<file path="src/rtl/lcd_instruction_tx_pkg.sv">
// Shared timing constants, db word layout and sequencing states for the
// HD44780 4-bit instruction transmitter.
package lcd_pkg;

  // Cycle counts at 50 MHz
  localparam int unsigned SETUP_CYC      = 2;
  localparam int unsigned E_HIGH_CYC     = 12;
  localparam int unsigned HOLD_CYC       = 1;
  localparam int unsigned NIBBLE_GAP_CYC = 50;
  localparam int unsigned INSTR_WAIT_CYC = 2000;

  localparam int CNT_W = 16;

  // db = {RS, RW, D7..D0}
  localparam int DB_W   = 10;
  localparam int RS_BIT = 9;
  localparam int RW_BIT = 8;
  localparam int UP_HI  = 7;
  localparam int UP_LO  = 4;
  localparam int LO_HI  = 3;
  localparam int LO_LO  = 0;

  typedef enum logic [3:0] {
    ST_IDLE     = 4'd0,
    ST_UP_SETUP = 4'd1,
    ST_UP_E     = 4'd2,
    ST_UP_HOLD  = 4'd3,
    ST_GAP      = 4'd4,
    ST_LO_SETUP = 4'd5,
    ST_LO_E     = 4'd6,
    ST_LO_HOLD  = 4'd7,
    ST_WAIT     = 4'd8,
    ST_DONE     = 4'd9
  } lcd_state_e;

  function automatic lcd_state_e state_after(lcd_state_e s);
    case (s)
      ST_IDLE:     return ST_UP_SETUP;
      ST_UP_SETUP: return ST_UP_E;
      ST_UP_E:     return ST_UP_HOLD;
      ST_UP_HOLD:  return ST_GAP;
      ST_GAP:      return ST_LO_SETUP;
      ST_LO_SETUP: return ST_LO_E;
      ST_LO_E:     return ST_LO_HOLD;
      ST_LO_HOLD:  return ST_WAIT;
      ST_WAIT:     return ST_DONE;
      default:     return ST_IDLE;
    endcase
  endfunction

  // SF_D carries the lower nibble from LO_SETUP until the word is finished.
  function automatic logic is_lower_phase(lcd_state_e s);
    return (s == ST_LO_SETUP) || (s == ST_LO_E) || (s == ST_LO_HOLD) ||
           (s == ST_WAIT) || (s == ST_DONE);
  endfunction

endpackage

</file>
<file path="src/rtl/lcd_instruction_tx_if.sv">
// Controller-to-transmitter handshake plus the LCD pin bundle.
interface lcd_instruction_tx_if;
  import lcd_pkg::*;

  logic            next_instruction;
  logic [DB_W-1:0] db;
  logic            LCD_RS;
  logic            LCD_RW;
  logic            LCD_E;
  logic [3:0]      SF_D;
  logic            done;

  modport master (
    output next_instruction, db,
    input  LCD_RS, LCD_RW, LCD_E, SF_D, done
  );

  modport slave (
    input  next_instruction, db,
    output LCD_RS, LCD_RW, LCD_E, SF_D, done
  );

endinterface

</file>
<file path="src/rtl/lcd_instruction_tx.sv">
// Sends one {RS,RW,D7..D0} word to the LCD as two nibbles with the
// Spartan-3E setup / enable / hold / gap / settle timing.
//
// state       | meaning
// ------------+-----------------------------------------------
// ST_IDLE     | bus quiet, waiting for next_instruction
// ST_UP_SETUP | upper nibble + RS/RW on the bus, E low
// ST_UP_E     | E high for the upper nibble
// ST_UP_HOLD  | E low, upper nibble still held
// ST_GAP      | inter-nibble gap
// ST_LO_SETUP | lower nibble on the bus, E low
// ST_LO_E     | E high for the lower nibble
// ST_LO_HOLD  | E low, lower nibble still held
// ST_WAIT     | instruction settle time
// ST_DONE     | done pulse; also takes a back-to-back strobe
module lcd_instruction_tx #(
  parameter int unsigned SETUP_CYC      = lcd_pkg::SETUP_CYC,
  parameter int unsigned E_HIGH_CYC     = lcd_pkg::E_HIGH_CYC,
  parameter int unsigned HOLD_CYC       = lcd_pkg::HOLD_CYC,
  parameter int unsigned NIBBLE_GAP_CYC = lcd_pkg::NIBBLE_GAP_CYC,
  parameter int unsigned INSTR_WAIT_CYC = lcd_pkg::INSTR_WAIT_CYC
) (
  input logic                 clk,
  input logic                 reset,
  lcd_instruction_tx_if.slave lcd
);
  import lcd_pkg::*;

  lcd_state_e      state, nxt_state;
  logic [CNT_W-1:0] cnt, nxt_cnt;
  logic [DB_W-1:0]  word, nxt_word;

  // Counter is loaded with (duration - 1) on entry and advances at zero.
  function automatic logic [CNT_W-1:0] dur_m1(lcd_state_e s);
    int unsigned n;
    case (s)
      ST_UP_SETUP, ST_LO_SETUP: n = SETUP_CYC;
      ST_UP_E, ST_LO_E:         n = E_HIGH_CYC;
      ST_UP_HOLD, ST_LO_HOLD:   n = HOLD_CYC;
      ST_GAP:                   n = NIBBLE_GAP_CYC;
      ST_WAIT:                  n = INSTR_WAIT_CYC;
      default:                  n = 1;
    endcase
    return CNT_W'(n - 1);
  endfunction

  always_comb begin
    nxt_state = state;
    nxt_cnt   = cnt;
    nxt_word  = word;
    if (state == ST_IDLE || state == ST_DONE) begin
      if (lcd.next_instruction) begin
        nxt_state = ST_UP_SETUP;
        nxt_cnt   = dur_m1(ST_UP_SETUP);
        nxt_word  = lcd.db;
      end else begin
        nxt_state = ST_IDLE;
        nxt_cnt   = '0;
      end
    end else if (cnt == '0) begin
      nxt_state = state_after(state);
      nxt_cnt   = dur_m1(nxt_state);
    end else begin
      nxt_cnt = cnt - CNT_W'(1);
    end
  end

  // Outputs are registered from the next state so they line up with it.
  always_ff @(posedge clk or posedge reset) begin
    if (reset) begin
      state      <= ST_IDLE;
      cnt        <= '0;
      word       <= '0;
      lcd.LCD_E  <= 1'b0;
      lcd.LCD_RS <= 1'b0;
      lcd.LCD_RW <= 1'b0;
      lcd.SF_D   <= 4'h0;
      lcd.done   <= 1'b0;
    end else begin
      state     <= nxt_state;
      cnt       <= nxt_cnt;
      word      <= nxt_word;
      lcd.LCD_E <= (nxt_state == ST_UP_E) || (nxt_state == ST_LO_E);
      lcd.done  <= (nxt_state == ST_DONE);
      if (nxt_state == ST_IDLE) begin
        lcd.LCD_RS <= 1'b0;
        lcd.LCD_RW <= 1'b0;
        lcd.SF_D   <= 4'h0;
      end else begin
        lcd.LCD_RS <= nxt_word[RS_BIT];
        lcd.LCD_RW <= nxt_word[RW_BIT];
        lcd.SF_D   <= is_lower_phase(nxt_state) ? nxt_word[LO_HI:LO_LO]
                                                : nxt_word[UP_HI:UP_LO];
      end
    end
  end

endmodule

</file>
<file path="src/flat_wrapper.sv">
// flat-port wrapper written by rule: the top's interface ports become plain ports
module lcd_instruction_tx_flat import lcd_pkg::*;
#(
  parameter int unsigned SETUP_CYC      = lcd_pkg::SETUP_CYC,
  parameter int unsigned E_HIGH_CYC     = lcd_pkg::E_HIGH_CYC,
  parameter int unsigned HOLD_CYC       = lcd_pkg::HOLD_CYC,
  parameter int unsigned NIBBLE_GAP_CYC = lcd_pkg::NIBBLE_GAP_CYC,
  parameter int unsigned INSTR_WAIT_CYC = lcd_pkg::INSTR_WAIT_CYC
)
  (clk, reset, lcd_next_instruction, lcd_db, lcd_LCD_RS, lcd_LCD_RW, lcd_LCD_E, lcd_SF_D, lcd_done);
  lcd_instruction_tx_if lcd_i ();
  input logic clk;
  input logic reset;
  input wire logic [$bits(lcd_i.next_instruction)-1:0] lcd_next_instruction;
  input wire logic [$bits(lcd_i.db)-1:0] lcd_db;
  output wire logic [$bits(lcd_i.LCD_RS)-1:0] lcd_LCD_RS;
  output wire logic [$bits(lcd_i.LCD_RW)-1:0] lcd_LCD_RW;
  output wire logic [$bits(lcd_i.LCD_E)-1:0] lcd_LCD_E;
  output wire logic [$bits(lcd_i.SF_D)-1:0] lcd_SF_D;
  output wire logic [$bits(lcd_i.done)-1:0] lcd_done;
  assign lcd_i.next_instruction = lcd_next_instruction;
  assign lcd_i.db = lcd_db;
  assign lcd_LCD_RS = lcd_i.LCD_RS;
  assign lcd_LCD_RW = lcd_i.LCD_RW;
  assign lcd_LCD_E = lcd_i.LCD_E;
  assign lcd_SF_D = lcd_i.SF_D;
  assign lcd_done = lcd_i.done;
  lcd_instruction_tx #(.SETUP_CYC(SETUP_CYC), .E_HIGH_CYC(E_HIGH_CYC), .HOLD_CYC(HOLD_CYC), .NIBBLE_GAP_CYC(NIBBLE_GAP_CYC), .INSTR_WAIT_CYC(INSTR_WAIT_CYC)) u_core (.clk(clk), .reset(reset), .lcd(lcd_i));
endmodule
</file>
<file path="config.mk">
export PLATFORM = sky130hd
export DESIGN_NAME = lcd_instruction_tx_flat
export DESIGN_NICKNAME = d
export VERILOG_FILES = /design/src/rtl/lcd_instruction_tx_pkg.sv /design/src/rtl/lcd_instruction_tx_if.sv /design/src/rtl/lcd_instruction_tx.sv /design/src/flat_wrapper.sv
export SDC_FILE = /design/constraint.sdc
export NUM_CORES = 1
export LEC_CHECK = 0
export ABC_CLOCK_PERIOD_IN_PS = 3200
export CORE_ASPECT_RATIO = 1.5
export CORE_MARGIN = 5
export CORE_UTILIZATION = 47
export DETAILED_ROUTE_END_ITERATION = 8
export PLACE_DENSITY = 0.74
export SYNTH_ARGS = -nofsm -noshare
export SYNTH_HDL_FRONTEND = slang
export SYNTH_SLANG_ARGS = --single-unit
</file>
<file path="constraint.sdc">
create_clock -name clk -period 3.2 [get_ports clk]
set_clock_uncertainty 0.1 [all_clocks]
set_input_delay 0.32 -clock clk [delete_from_list [all_inputs] [get_ports clk]]
set_output_delay 0.32 -clock clk [all_outputs]
set_load 0.05 [all_outputs]
</file>
==> reports/metrics.yaml <==
firstDrtPassIters: 4
synth-edff-count: 0
dieArea_mm2: 0.00604
reg2reg_from: "u_core.state[1]$_DFF_PP0_"
dieHeight_um: 92.7
via_per_inst: 5.99
crit_end: "u_core.cnt[14]$_DFF_PP0_"
maxSlewViolCount: 0
cp.arrival_ns: 3.06
seq_area_frac_synth_pct: 44.3
cts_sinks: 38
clock-root-buffer: "clkbuf_8"
cap_violations: 0
grt-ovfl-total: 0
start_kind: "flip-flop"
gp_congestion: 0.888
ff2ff_path_depth: 15
rrSetupSlack_ns: 0.22
antenna_found_initial: 0
power_density_mw_per_mm2: 921
synth_seq_cells: 38
netlist_area_mm2: 0.00214
route.detailed.drc: 0
setup_viol: 0
fin_cells: 291
outcome: "finished, final reports clean"
drt_iter0_markers: 79
maxSlewHeadroom_pct: 52.8
grt_pass1_wl_um: 8690
crit_fanout: 5
drive_above_1_share_pct: 17.3
finalCritPeriodShare_pct: 93.1
ys.flop_type: "dfrtp_1"
clockBufferDepth: 2
crit_start: "u_core.state[1]$_DFF_PP0_"
yosysTopAreaCell: "dfrtp_1"
dp.final_hpwl_um: 3670
wl_per_cell_um: 17.2
core_area_mm2: 0.00447
num_io_pins: 21
ir_drop_uv: 518
synth.distinct_cells: 51
cts_max_level: 2
p_leak_uw: 0.00109
vias: 1743
async_flop_share_pct: 100
min_path_type: "primary input to asynchronous set/reset pin"
clock_latency_ns: 0.30
n_antenna_cell: 0
areaGrowthSynthToFinish_pct: 20.6
dp.cells: 283
syn_inst: 211
grt_pass1_vias: 1813
synthTopCellsByArea: "dfrtp_1, ha_1, nor2_1, inv_1, mux2_2"
hold_viol_final: 0
crit_required_ns: 3.28
tightest_slew_ns: 0.707
cts_made_buffers: 5
critPathKind: "flip-flop to flip-flop"
cts_tree: "done"
clk_pin_slew_ns: 0.08
syn_nets: 233
fin_ws_ns: 0.222
holdWs_ns: 0.329
ant_nets: 0
grt_usage_pct: 18.6
finish.net_count: 264
total_power_uw: 2380
grt_max_degree: 39
place.port_buffers: 20
start_util_pct: 48.0
routed_wirelength_um: 5000
pre_cts_slack_ns: 0.102
row_count: 30
end_kind: "flip-flop"
r2r_end: "u_core.cnt[14]$_DFF_PP0_"
syn_avg_cell_area_um2: 10.2
synthDominantCellAreaShare_pct: 44.3
period_minus_slack_ns: 2.98
cts_setup_buffers: 0
ys.warnings.count: 0
fp.dieW_um: 65.2
timing.fmax_mhz: 336
cells in the mapped netlist, drive strengths merged (4+ instances only):
library cell	instances
a311oi	4
o21ai	9
mux2i	6
mux2	7
dfrtp	38
xnor2	5
a211oi	5
a21oi	11
nand2	6
xor2	4
nor2	20
nor4	4
inv	18
a31oi	9
nand4	4
nor3	9
nand2b	5
ha	9
nand3	6
layout by cell type (no fill, tap or decap), drive strengths merged, types with 2 or more instances in the layout:
cell type,synthesis,layout
buf,2,8
xnor2,5,5
clkbuf,2,5
a311oi,4,4
ha,9,9
nand2b,5,5
nor4,4,4
nand3,6,6
or4,2,2
nand2,6,6
mux2i,6,6
dfrtp,38,38
or2,2,2
a21o,2,2
a211oi,5,5
nor3,9,9
or3,3,3
a21oi,11,11
clkdlybuf4s50,0,20
nor2,20,20
inv,18,18
o21ai,9,9
a41oi,2,2
and2,2,2
a211o,2,2
nand4,4,4
mux2,7,7
xor2,4,4
clkinvlp,0,2
a31oi,9,9
sequential cells by signal, summed over array words and instances, names as in the netlist:
| name | cells |
|---|---|
| u_core.state | 4 |
| u_core.cnt | 16 |
| u_core.lcd.SF_D | 4 |
| u_core.lcd.LCD_E | 1 |
| u_core.lcd.LCD_RW | 1 |
| u_core.lcd.done | 1 |
| u_core.word | 10 |
| u_core.lcd.LCD_RS | 1 |
layer usage:
metal / vias up / global-route usage [%] / share of wire, %
li1: 829 / - / -
met1: 873 / 20.7 / 39
met2: 30 / 33.6 / 55
met3: 11 / 3.64 / 2.7
met4: 0 / 8.30 / 2.8
met5: - / 0 / 0
report_power, final:
| part | switching [µW] | total, µW | internal (µW) |
|---|---|---|---|
| logic | 653 | 1110 | 461 |
| clock network | 177 | 409 | 232 |
| registers | 163 | 858 | 696 |
| total | 993 | 2380 | 1390 |
through the flow:
step | setup TNS [ns] | util [%] | cell area, µm²
2_1_floorplan | 0 | - | 2140
3_3_place_gp | 0 | 54.9 | 2450
3_5_place_dp | 0 | 54.9 | 2450
4_1_cts | 0 | 57.5 | 2570
5_1_grt | -0.00265 | 57.9 | 2590
6_report | 0 | 57.9 | 2590
what timing repair did:
item / 4_1_cts / 5_1_grt
gates resized for setup: 0 / 6
endpoints found under the setup margin: 0 / 4
hold buffers: 0 / 0
final cells by class:
cell class | count | area (µm²)
clock inverter | 3 | 45.0
sequential | 38 | 952
fill | 385 | 1880
multi-input combinational | 151 | 1130
inverter | 18 | 67.6
timing repair buffer | 28 | 260
tap | 48 | 60.1
clock buffer | 5 | 68.8
how the worst min path moves through the flow:
stage | start | endpoint | slack, ns | cells after the start
2_1_floorplan | u_core.word[4]$_DFF_PP0_ | u_core.word[4]$_DFF_PP0_ | 0.35 | 2
3_3_place_gp | u_core.word[5]$_DFF_PP0_ | u_core.word[5]$_DFF_PP0_ | 0.37 | 2
3_5_place_dp | u_core.word[4]$_DFF_PP0_ | u_core.word[4]$_DFF_PP0_ | 0.38 | 2
4_1_cts | reset | u_core.word[4]$_DFF_PP0_ | 0.35 | 3
5_1_grt | reset | u_core.lcd.LCD_RW$_DFF_PP0_ | 0.38 | 3
6_report | reset | u_core.lcd.LCD_RS$_DFF_PP0_ | 0.33 | 3
cells by family after synthesis:
family                   count (synthesis)  share of synthesized area, %
AO/OA/AOI/OAI                           50                          17.3
XOR/XNOR                                 9                          3.68
adder cells (fa/ha/maj)                  9                          5.25
buffers and inverters                   22                          3.97
flip-flops                              38                          44.3
multiplexers                            13                          6.65
AND/OR/NAND/NOR                         70                          18.8
critical path, cell delays in order, from the launching register on:
cell	delay (ns)
dfrtp_1	0.42
inv_1	0.10
ha_1	0.24
and3b_1	0.26
nor2_2	0.17
inv_1	0.08
ha_1	0.19
inv_1	0.05
a211o_1	0.09
o211ai_1	0.12
a31oi_4	0.20
ha_1	0.23
nand3_2	0.15
nor4_2	0.27
xnor2_1	0.15
nor2_1	0.05
(Power assumes the default switching activity.)
